`src/rtl/sha3_pkg.sv`:
```
`default_nettype none
// ============================================================================
// sha3_pkg : shared lane type and Keccak rate constants for the SHA3 datapath
// Revision : 1.0
// ============================================================================
package sha3_pkg;

  localparam int LANE_W = 64;

  // Rate in 64-bit lanes per SHA3 variant (1600-bit state minus capacity)
  localparam int RATE_LANES_224 = 18;
  localparam int RATE_LANES_256 = 17;
  localparam int RATE_LANES_384 = 13;
  localparam int RATE_LANES_512 = 9;

  typedef logic [LANE_W-1:0] lane_t;

endpackage : sha3_pkg
`default_nettype wire

```
`src/rtl/sha3_fifo_ram.sv`:
```
`default_nettype none
// ============================================================================
// sha3_fifo_ram : DEPTH x WIDTH storage, one synchronous write port and one
//                 registered read port (read data register is reset)
// Revision      : 1.0
// ============================================================================
module sha3_fifo_ram
  import sha3_pkg::*;
#(
  parameter int WIDTH = LANE_W,
  parameter int DEPTH = 32
) (
  input  logic                     clk,
  input  logic                     rst_i,
  input  logic                     we_i,
  input  logic [$clog2(DEPTH)-1:0] waddr_i,
  input  logic [WIDTH-1:0]         wdata_i,
  input  logic                     re_i,
  input  logic [$clog2(DEPTH)-1:0] raddr_i,
  output logic [WIDTH-1:0]         rdata_o
);

  logic [WIDTH-1:0] mem_q [DEPTH];
  logic [WIDTH-1:0] rdata_q;

  always_ff @(posedge clk) begin
    if (we_i) begin
      mem_q[waddr_i] <= wdata_i;
    end
  end

  // A read and a write to the same address return the old contents.
  always_ff @(posedge clk) begin
    if (rst_i) begin
      rdata_q <= '0;
    end else if (re_i) begin
      rdata_q <= mem_q[raddr_i];
    end
  end

  assign rdata_o = rdata_q;

endmodule : sha3_fifo_ram
`default_nettype wire

```
`src/rtl/sha3_lane_fifo.sv`:
```
`default_nettype none
// ============================================================================
// sha3_lane_fifo : lane FIFO between AXI slave and SHA3 core with occupancy
//                  count, almost-full, sticky OVF/UDF and synchronous flush
// Revision       : 1.0
// ============================================================================
module sha3_lane_fifo
  import sha3_pkg::*;
#(
  parameter int WIDTH     = LANE_W,
  parameter int DEPTH     = 32,
  parameter int AFULL_LVL = RATE_LANES_256
) (
  input  logic                     clk,
  input  logic                     RST,
  input  logic [WIDTH-1:0]         Din,
  input  logic                     Vin,
  input  logic                     RE,
  input  logic                     FLUSH,
  output logic [WIDTH-1:0]         Dout,
  output logic                     Dvalid,
  output logic [$clog2(DEPTH):0]   CNT,
  output logic                     FULL,
  output logic                     EMPTY,
  output logic                     AFULL,
  output logic                     OVF,
  output logic                     UDF
);

  localparam int PW = $clog2(DEPTH);
  localparam int CW = PW + 1;
  localparam logic [CW-1:0] C_DEPTH = CW'(DEPTH);
  localparam logic [CW-1:0] C_AFULL = CW'(AFULL_LVL);

  logic [PW-1:0] wr_ptr_q, wr_ptr_d;
  logic [PW-1:0] rd_ptr_q, rd_ptr_d;
  logic [CW-1:0] cnt_q, cnt_d;
  logic          dvalid_q, dvalid_d;
  logic          ovf_q, ovf_d;
  logic          udf_q, udf_d;
  logic          rd_ok, wr_ok;
  logic          ram_we, ram_re;

  assign FULL  = (cnt_q == C_DEPTH);
  assign EMPTY = (cnt_q == '0);
  assign AFULL = (cnt_q >= C_AFULL);

  // A full FIFO can accept a write in the same cycle a read frees a slot.
  assign rd_ok = RE && !EMPTY;
  assign wr_ok = Vin && (!FULL || rd_ok);

  always_comb begin
    wr_ptr_d = wr_ptr_q;
    rd_ptr_d = rd_ptr_q;
    cnt_d    = cnt_q;
    dvalid_d = 1'b0;
    ovf_d    = ovf_q;
    udf_d    = udf_q;
    ram_we   = 1'b0;
    ram_re   = 1'b0;
    if (FLUSH) begin
      wr_ptr_d = '0;
      rd_ptr_d = '0;
      cnt_d    = '0;
    end else begin
      if (wr_ok) begin
        ram_we   = 1'b1;
        wr_ptr_d = wr_ptr_q + PW'(1);
      end
      if (rd_ok) begin
        ram_re   = 1'b1;
        dvalid_d = 1'b1;
        rd_ptr_d = rd_ptr_q + PW'(1);
      end
      if (Vin && !wr_ok) ovf_d = 1'b1;
      if (RE && EMPTY)   udf_d = 1'b1;
      case ({wr_ok, rd_ok})
        2'b10:   cnt_d = cnt_q + CW'(1);
        2'b01:   cnt_d = cnt_q - CW'(1);
        default: cnt_d = cnt_q;
      endcase
    end
  end

  always_ff @(posedge clk) begin
    if (RST) begin
      wr_ptr_q <= '0;
      rd_ptr_q <= '0;
      cnt_q    <= '0;
      dvalid_q <= 1'b0;
      ovf_q    <= 1'b0;
      udf_q    <= 1'b0;
    end else begin
      wr_ptr_q <= wr_ptr_d;
      rd_ptr_q <= rd_ptr_d;
      cnt_q    <= cnt_d;
      dvalid_q <= dvalid_d;
      ovf_q    <= ovf_d;
      udf_q    <= udf_d;
    end
  end

  sha3_fifo_ram #(
    .WIDTH (WIDTH),
    .DEPTH (DEPTH)
  ) u_ram (
    .clk     (clk),
    .rst_i   (RST),
    .we_i    (ram_we && !RST),
    .waddr_i (wr_ptr_q),
    .wdata_i (Din),
    .re_i    (ram_re),
    .raddr_i (rd_ptr_q),
    .rdata_o (Dout)
  );

  assign CNT    = cnt_q;
  assign Dvalid = dvalid_q;
  assign OVF    = ovf_q;
  assign UDF    = udf_q;

endmodule : sha3_lane_fifo
`default_nettype wire

```
`config.mk`:
```
export PLATFORM = sky130hd
export DESIGN_NAME = sha3_lane_fifo
export DESIGN_NICKNAME = d
export VERILOG_FILES = /design/src/rtl/sha3_pkg.sv /design/src/rtl/sha3_fifo_ram.sv /design/src/rtl/sha3_lane_fifo.sv
export SDC_FILE = /design/constraint.sdc
export NUM_CORES = 2
export LEC_CHECK = 0
export CORE_ASPECT_RATIO = 0.6
export CORE_MARGIN = 2
export CORE_UTILIZATION = 40
export DETAILED_ROUTE_END_ITERATION = 6
export HOLD_SLACK_MARGIN = 0.05
export PLACE_DENSITY = 0.66
export SETUP_SLACK_MARGIN = 0.02
export SLEW_MARGIN = 5
export SYNTH_ARGS = -nofsm -noshare
export SYNTH_HDL_FRONTEND = slang
export SYNTH_SLANG_ARGS = --single-unit
export TNS_END_PERCENT = 20
```
`constraint.sdc`:
```
create_clock -name clk -period 4.59 [get_ports clk]
set_input_delay 0.6885 -clock clk [delete_from_list [all_inputs] [get_ports clk]]
set_output_delay 0.6885 -clock clk [all_outputs]
set_load 0.05 [all_outputs]
```
Word level (Yosys, flattened, before mapping)
Memory sizes are Yosys's and may differ from the RTL's. A register that Yosys moved wholly into a read port is not among the register bits.
Index checks and enable logic that the tools add are counted.
{ "totals": {"ff_bits": 19, "latchBits": 0, "ramBits": 2048, "romBits": 0, "input_bits": 69, "elab_cells": 38, "mem_count": 1} }
{ "mem_list": {"columns": ["memory", "words", "width", "read_ports", "rd_clocked_by_memory_dff", "wr", "line_no", "rtl"], "rows": [
  ["u_ram.mem_q", 32, 64, 1, 1, 1, "sha3_fifo_ram.sv:23", "logic [WIDTH-1:0] mem_q [DEPTH];"]
]} }
{ "op_classes": {"n_addsub": 4, "mul": 0, "div_mod_pow": 0, "order_cmp": 1, "n_eq_ne": 3, "shifts": 0, "mux": 7, "bitwise_logic": 1, "n_reduce_logical": 15} }
{ "op_table": {"columns": ["cell", "n"], "rows": [
  ["$pmux 6 s2", 1],
  ["$add 5x1->5 const B", 2],
  ["$add 6x1->6 const B", 1],
  ["$eq 6x6->1 const B", 1],
  ["$ge 6x5->1 const B", 1],
  ["$logic_not 6->1", 1],
  ["$mux 1", 6],
  ["$sub 6x1->6 const B", 1],
  ["$logic_and 1x1->1", 5],
  ["$logic_not 1->1", 4],
  ["$reduce_and 2->1", 2],
  ["$eq 2x1->1 const B", 1],
  ["$eq 2x2->1 const B", 1],
  ["$reduce_bool 2->1", 1],
  ["$reduce_or 2->1", 1],
  ["$logic_or 1x1->1", 1],
  ["$not 1->1", 1]
]} }

Logic depth before layout (Yosys ltp)
{ "logic_depth": {"depth_word": 10, "depth_mapped": 11, "ltp_nobuf": 10} }

Modules after synthesis
A second synthesis with hierarchy kept.
{ "unflattened": {"cells_unflattened": 4058, "hier_area_um2": 82190.1} }
{ "by_module_without_submodules": {"columns": ["module", "n_inst", "cells_per_inst", "area_each_um2", "seq_area_each_um2"], "rows": [
  ["sha3_fifo_ram", 1, 3922, 81040.2, 62780.2],
  ["sha3_lane_fifo", 1, 136, 1149.9, 380.4]
]} }

Worst setup path before layout
No wires, ideal clock.
{ "synth_timing": {"path_type": "flip-flop to flip-flop", "startpoint": "reg cnt_q[1] (netlist: CNT[1])", "endpoint": "mem u_ram.mem_q[29][0] in the netlist's numbering (enable)", "setup_time_ps": 487, "t_arrival_ps": 4399, "slack_ps": -296, "path_stages_with_launch": 7, "period_less_slack_ps": 4886, "cell_sequence": "dfxtp_1 > or4_1 > buf_2 > nor4_1 > nor3_1 > nand2_1 > nor2_1"} }
{ "synth_between": {"elab_chain_len": 10} }
{ "synth_lines": {"columns": ["item", "line_no", "rtl"], "rows": [
  ["start: declaration", "sha3_lane_fifo.sv:37", "logic [CW-1:0] cnt_q, cnt_d;"],
  ["start signal: assignment", "sha3_lane_fifo.sv:96", "cnt_q <= cnt_d;"],
  ["$logic_not 6->1", "sha3_lane_fifo.sv:45", "assign EMPTY = (cnt_q == '0);"],
  ["$logic_not 1->1", "sha3_lane_fifo.sv:49", "assign rd_ok = RE && !EMPTY;"],
  ["$logic_and 1x1->1", "sha3_lane_fifo.sv:49", null],
  ["$logic_or 1x1->1 (*)", "sha3_lane_fifo.sv:50", "assign wr_ok = Vin && (!FULL || rd_ok);"],
  ["$logic_and 1x1->1 (*)", "sha3_lane_fifo.sv:50", null],
  ["$mux 1 (*)", "sha3_lane_fifo.sv:66", "if (wr_ok) begin"],
  ["$mux 1 (*)", "sha3_lane_fifo.sv:61", "if (FLUSH) begin"],
  ["$logic_and 1x1->1 (*)", "sha3_lane_fifo.sv:109", ".we_i (ram_we && !RST),"],
  ["$mux 1 (*)", "sha3_fifo_ram.sv:27", "if (we_i) begin"],
  ["$mux 1 (not written as such) (*)", "sha3_fifo_ram.sv:28", "mem_q[waddr_i] <= wdata_i;"],
  ["end: declaration", "sha3_fifo_ram.sv:23", null]
]} }
Mark *: on every way between the ends. The rest lies on a longest branch, timed or not.

Final worst setup path
{ "layout_timing": {"startpoint": "reg cnt_q[1] (netlist: CNT[1])", "endpoint": "out EMPTY"} }
{ "layout_between": {"elab_chain_len": 1} }
{ "layout_lines": {"columns": ["item", "line_no", "rtl"], "rows": [
  ["$logic_not 6->1", "sha3_lane_fifo.sv:45", null],
  ["end: declaration", "sha3_lane_fifo.sv:24", "output logic EMPTY,"]
]} }
Every way passes these cells.

==> impl_metrics.yaml <==
outcome:
  outcome: "completed"
hold_path:
  hold_start: "Din[25]"
  hold_path_end: "u_ram.mem_q[27][25]"
  worstHoldPathCells: 1
  hold_path_class: "primary input to flip-flop"
worst_setup_path:
  cp.arrival_ps: 3140
  r2r_start: "rd_ptr_q[1]"
  critPathLaunchType: "flip-flop"
  end_kind: "primary output"
  setup.worst_path.start: "CNT[1]"
  r2r_cells: 6
  regToRegEndpoint: "u_ram.rdata_o[27]"
  cp_data_required_time_ps: 3900
  worstSetupPathType: "flip-flop to primary output"
  rrSetupSlack_ps: 1170
  cp_max_fo: 8
layout:
  drive_above_1_share_pct: 18.4
  synthToLayoutAreaGrowth_pct: 14.8
  mostFrequentLayoutCells: "2048 x edfxtp_1, 572 x mux2i_1, 292 x mux4_2"
  nNetsFinal: 4297
  final_common_cell: "edfxtp_1"
  stdcell_count: 7073
place:
  gp_congestion: 0.800
  hpwl_um: 121000
  port_buffers: 144
  pre_cts_slack_ps: 821
  placed_cells: 6738
synthesis:
  synth_top_area_share_pct: 75.8
  yosys.area_share.simple_pct: 0.580
  async_flop_share_pct: 0
  synthAdderAreaFrac_pct: 0.164
  synth_edf_count: 2048
  synth_area_leaders: "edfxtp_1 76%, mux4_2 8.1%, mux2i_1 7.1%"
  yosysUniqueCellTypes: 47
  yosysSeqAreaShare_pct: 77.9
  synth_top_cell_by_area: "edfxtp_1"
  synth_top_family_by_area: "multiplexers"
  synth_seq_cells: 2131
  synth-xor-area-share_pct: 0.108
  synthFlopType: "edfxtp_1"
  syn_area_sq_mm: 0.0811
  synthesis.nets: 3996
  yosysWarnings: 0
  synth.avg_cell_area_sq_um: 20.7
  synthesis.instances: 3917
  synthMuxAreaShare_pct: 15.2
  synth-compound-area-share_pct: 4.79
die:
  io-pin-count: 145
  die_area_sq_mm: 0.206
  initial_utilization_pct: 40.4
  rows: 127
  die_x_um: 585
  die_y_um: 353
  coreArea_sq_mm: 0.201
sta:
  slew_headroom_pct: 12.0
  hold_viol_final: 0
  slew_violations: 0
  min_period_ps: 3820
  rsz0062_at_grt: "no"
  clock.fmax_mhz: 261
  final.setup_skew_ps: 108
  setup_tns_ps: 0
  fin_crit_sh_pct: 83.3
  setup_viol: 0
  tightest_slew_ps: 1320
  worst_slack_ps: 766
cts:
  clk_latency_ps: 870
  h-tree-depth: 4
  hold_buffers: 0
  cts_buffers: 187
  clock-sinks: 2131
  post_cts_resized: 0
  cts_tree: "done"
  post_cts_buffers: 0
  clkSlewWorstSetupHoldPaths_ps: 70
  cts_buffer_depth: 4
  root_buffer: "clkbuf_16"
detailed_routing:
  routed_wl_um: 207000
  drt-pass1-iter-count: 5
  drtIter0Drc: 5497
  viasPerCell: 5.77
  ant_nets: 0
  via_count: 40832
  wl_per_cell_um: 29.3
  drc: 0
pwr:
  p_leak_nw: 27.4
  vdd_drop_max_mv: 0.325
  power_mw: 37.9
  pwr_density_cell_mw_per_mm2: 408
flow_run:
  maxCapViolCount: 0
global_routing:
  track_usage_pct: 19.8
  antenna_found_initial: 13
  first_global_vias: 39517
  grt_max_degree: 80
  grt_pass1_wl_um: 294000
  grt_overflow: 0
-- worst max-delay path, stage by stage, from the launching register on --
cell,delay (ps)
dfxtp_1,390
or4_1,700
nor3_1,380
clkdlybuf4s50_1,890
-- cells in the mapped netlist (all sizes together) (9+ instances only) --
master and n:
a211oi 68, inv 11, nor2 53, a21oi 156
mux4 292, edfxtp 2048, a22oi 184, dfxtp 83
buf 113, ha 9, o21ai 39, clkbuf 115
o221ai 35, nand2 14, mux2i 572, a22o 64
-- logic make-up after synthesis --
logic type      Yosys count
fa+ha+maj                10
mux                     864
xor+xnor                 10
buf+inv                 239
simple gates            101
compound gates          562
flops                  2131
-- power breakdown --
group	internal, mW	total, mW	switching [mW]
sequential	21.3	21.4	0.0436
clock	8.60	15.5	6.88
combinational	0.348	1.09	0.740
total	30.3	37.9	7.67
-- registers in the layout, indices dropped and copies added, names as in the netlist --
name / flops
CNT: 6
Dvalid: 1
OVF: 1
UDF: 1
rd_ptr_q: 5
u_ram.mem_q: 2048
u_ram.rdata_o: 64
wr_ptr_q: 5
-- layout make-up --
type	count	area, sq um
Fill cell	16560	107000
Tap cell	2709	3390
Sequential cell	2131	63200
Multi-Input combinational cell	1547	17200
Inverter	11	41.3
Clock buffer	258	5170
Antenna cell	2	5.00
Timing Repair Buffer	340	3360
Clock inverter	75	712
-- worst max path at each step --
stage                           to  slack, ps  cells after the start
2_1_floorplan   u_ram.mem_q[29][0]       -300                      6
3_3_place_gp   u_ram.mem_q[18][12]        770                     10
3_5_place_dp   u_ram.mem_q[18][12]        820                     10
4_1_cts                      EMPTY        700                      3
5_1_grt                      EMPTY        590                      3
6_report                     EMPTY        770                      3
-- routing by layer --
layer  global-route usage (%)  wire length, um  vias to the layer above
met5                        0               41                        -
li1                         -                -                    16919
met3                     5.80            23900                      258
met4                     4.02             3860                        6
met2                     27.2            87000                     2072
met1                     30.9            92500                    21577
-- metrics by stage --
stage	area (sq um)	hold slack (ps)	util, %
3_5_place_dp	87200	468	43.5
2_1_floorplan	81100	534	-
3_3_place_gp	87200	472	43.5
6_report	93000	421	46.4
5_1_grt	93000	436	46.4
4_1_cts	93000	409	46.4
(Power assumes the default switching activity.)
==> variant, RTL diff (config.mk and constraints unchanged) <==
Change the package constant `LANE_W` from 64 to 32.
--- a/src/rtl/sha3_pkg.sv
+++ b/src/rtl/sha3_pkg.sv
@@ -7,3 +7,3 @@
 
-  localparam int LANE_W = 64;
+  localparam int LANE_W = 32;
 
Interface: changed (resized Din and Dout); port bits go from 145 to 81. No check against the original RTL was run, so the function may have changed too.
==> variant against the unedited design <==
Wire length shrank 52%. Global-route usage down 0.84 points. Core utilization is 0.18 points higher. Total power fell by 50%. Maximum frequency is 1.5% lower. Critical path depth stayed put. Count of clock-buffer cells in the layout decreased by 144. Sequential cell count is 1056 lower. Sequential power shrank 50%. Final area is 50% lower. Setup slack worse by 0.057 ns. Worst hold slack better by 0.054 ns. Area after synthesis is 50% lower. Combinational power fell by 43%. Largest cell class unchanged. Highest routed layer unchanged.
==> variant: results (changes against the unedited design) <==
* Layout cell share with drive strength beyond 1 at 0.2281 (+0.04425)
* Drt first pass iters at 7 (+2)
* Hold Path Origin: u_ram.rdata_o[11]$_SDFFE_PP0P_
* Total length of routed met2 wires at 43,690 um (-50%)
* Drt first-iter violations at 2,517 (-54%)
* Met1 WL at 44,910 um (-51%)
* Avg Vias per Cell at 5.794 (+0.37%)
* Crit-path max cell delay at 0.93 ns (+0.04 ns)
* Met2 Usage GRT at 0.2766 (+0.004885)
* Reg2reg start: rd_ptr_q[0]$_SDFFE_PP0N_
* Post-synth EDFFs at 1,024 (-50%)
* Vias in the first global route at 20,290 (-49%)
* Largest net degree at the start of global routing at 54 (-33%)
* Maximum vdd drop at 0.3158 mV (-2.8%)
* Top cells by area, synth: edfxtp_1 76%, mux4_2 11%, mux2i_1 3.2%
* Worst R2R Path Depth at 7 (+1)
* Sequential area share after synthesis at 0.7808 (+0.001836)
* Final nets at 2,140 (-50%)
* GR Layer Usage met3 at 0.03682 (-0.02122)
* Maximum clock path buffer count at 3 (-1)
* P_comb at 620 uW (-43%)
* Multiplexer share of the synthesized area at 0.1387 (-0.01298)
* Cell Area, Placed at 43,940 sq um (-50%)
* Outcome: complete, no violations
* WL/cell at 28.13 um (-4.0%)
* R2r endpoint: u_ram.rdata_o[6]$_SDFFE_PP0P_
* CTS H-Tree Depth at 3 (-1)
* DP Wirelength at 60,190 um (-50%)
variant: per-stage QoR:
stage | hold WS (ns) | setup slack [ns] | std cells
3_5_place_dp | 0.4610 | 0.6000 | 3332
6_report | 0.4756 | 0.7085 | 3506
3_3_place_gp | 0.4639 | 0.7040 | 3332
2_1_floorplan | 0.5335 | 1.092 | 1921
5_1_grt | 0.4979 | 0.5799 | 3505
4_1_cts | 0.4755 | 0.6958 | 3504
variant: worst max-delay path: cells and delay by family, from the launching register on:
kind / cells / cell delay, ns
buffers and inverters: 1 / 0.93
flip-flops: 1 / 0.40
AND/OR/NAND/NOR: 2 / 1.18
variant: layout make-up:
| type | instances | area [sq um] |
|---|---|---|
| Tap cell | 1334 | 1669 |
| Inverter | 10 | 37.54 |
| Fill cell | 8244 | 53780 |
| Clock inverter | 58 | 461.7 |
| Antenna cell | 2 | 5.005 |
| Multi-Input combinational cell | 723 | 8690 |
| Sequential cell | 1075 | 31780 |
| Clock buffer | 114 | 2510 |
| Timing Repair Buffer | 190 | 1734 |
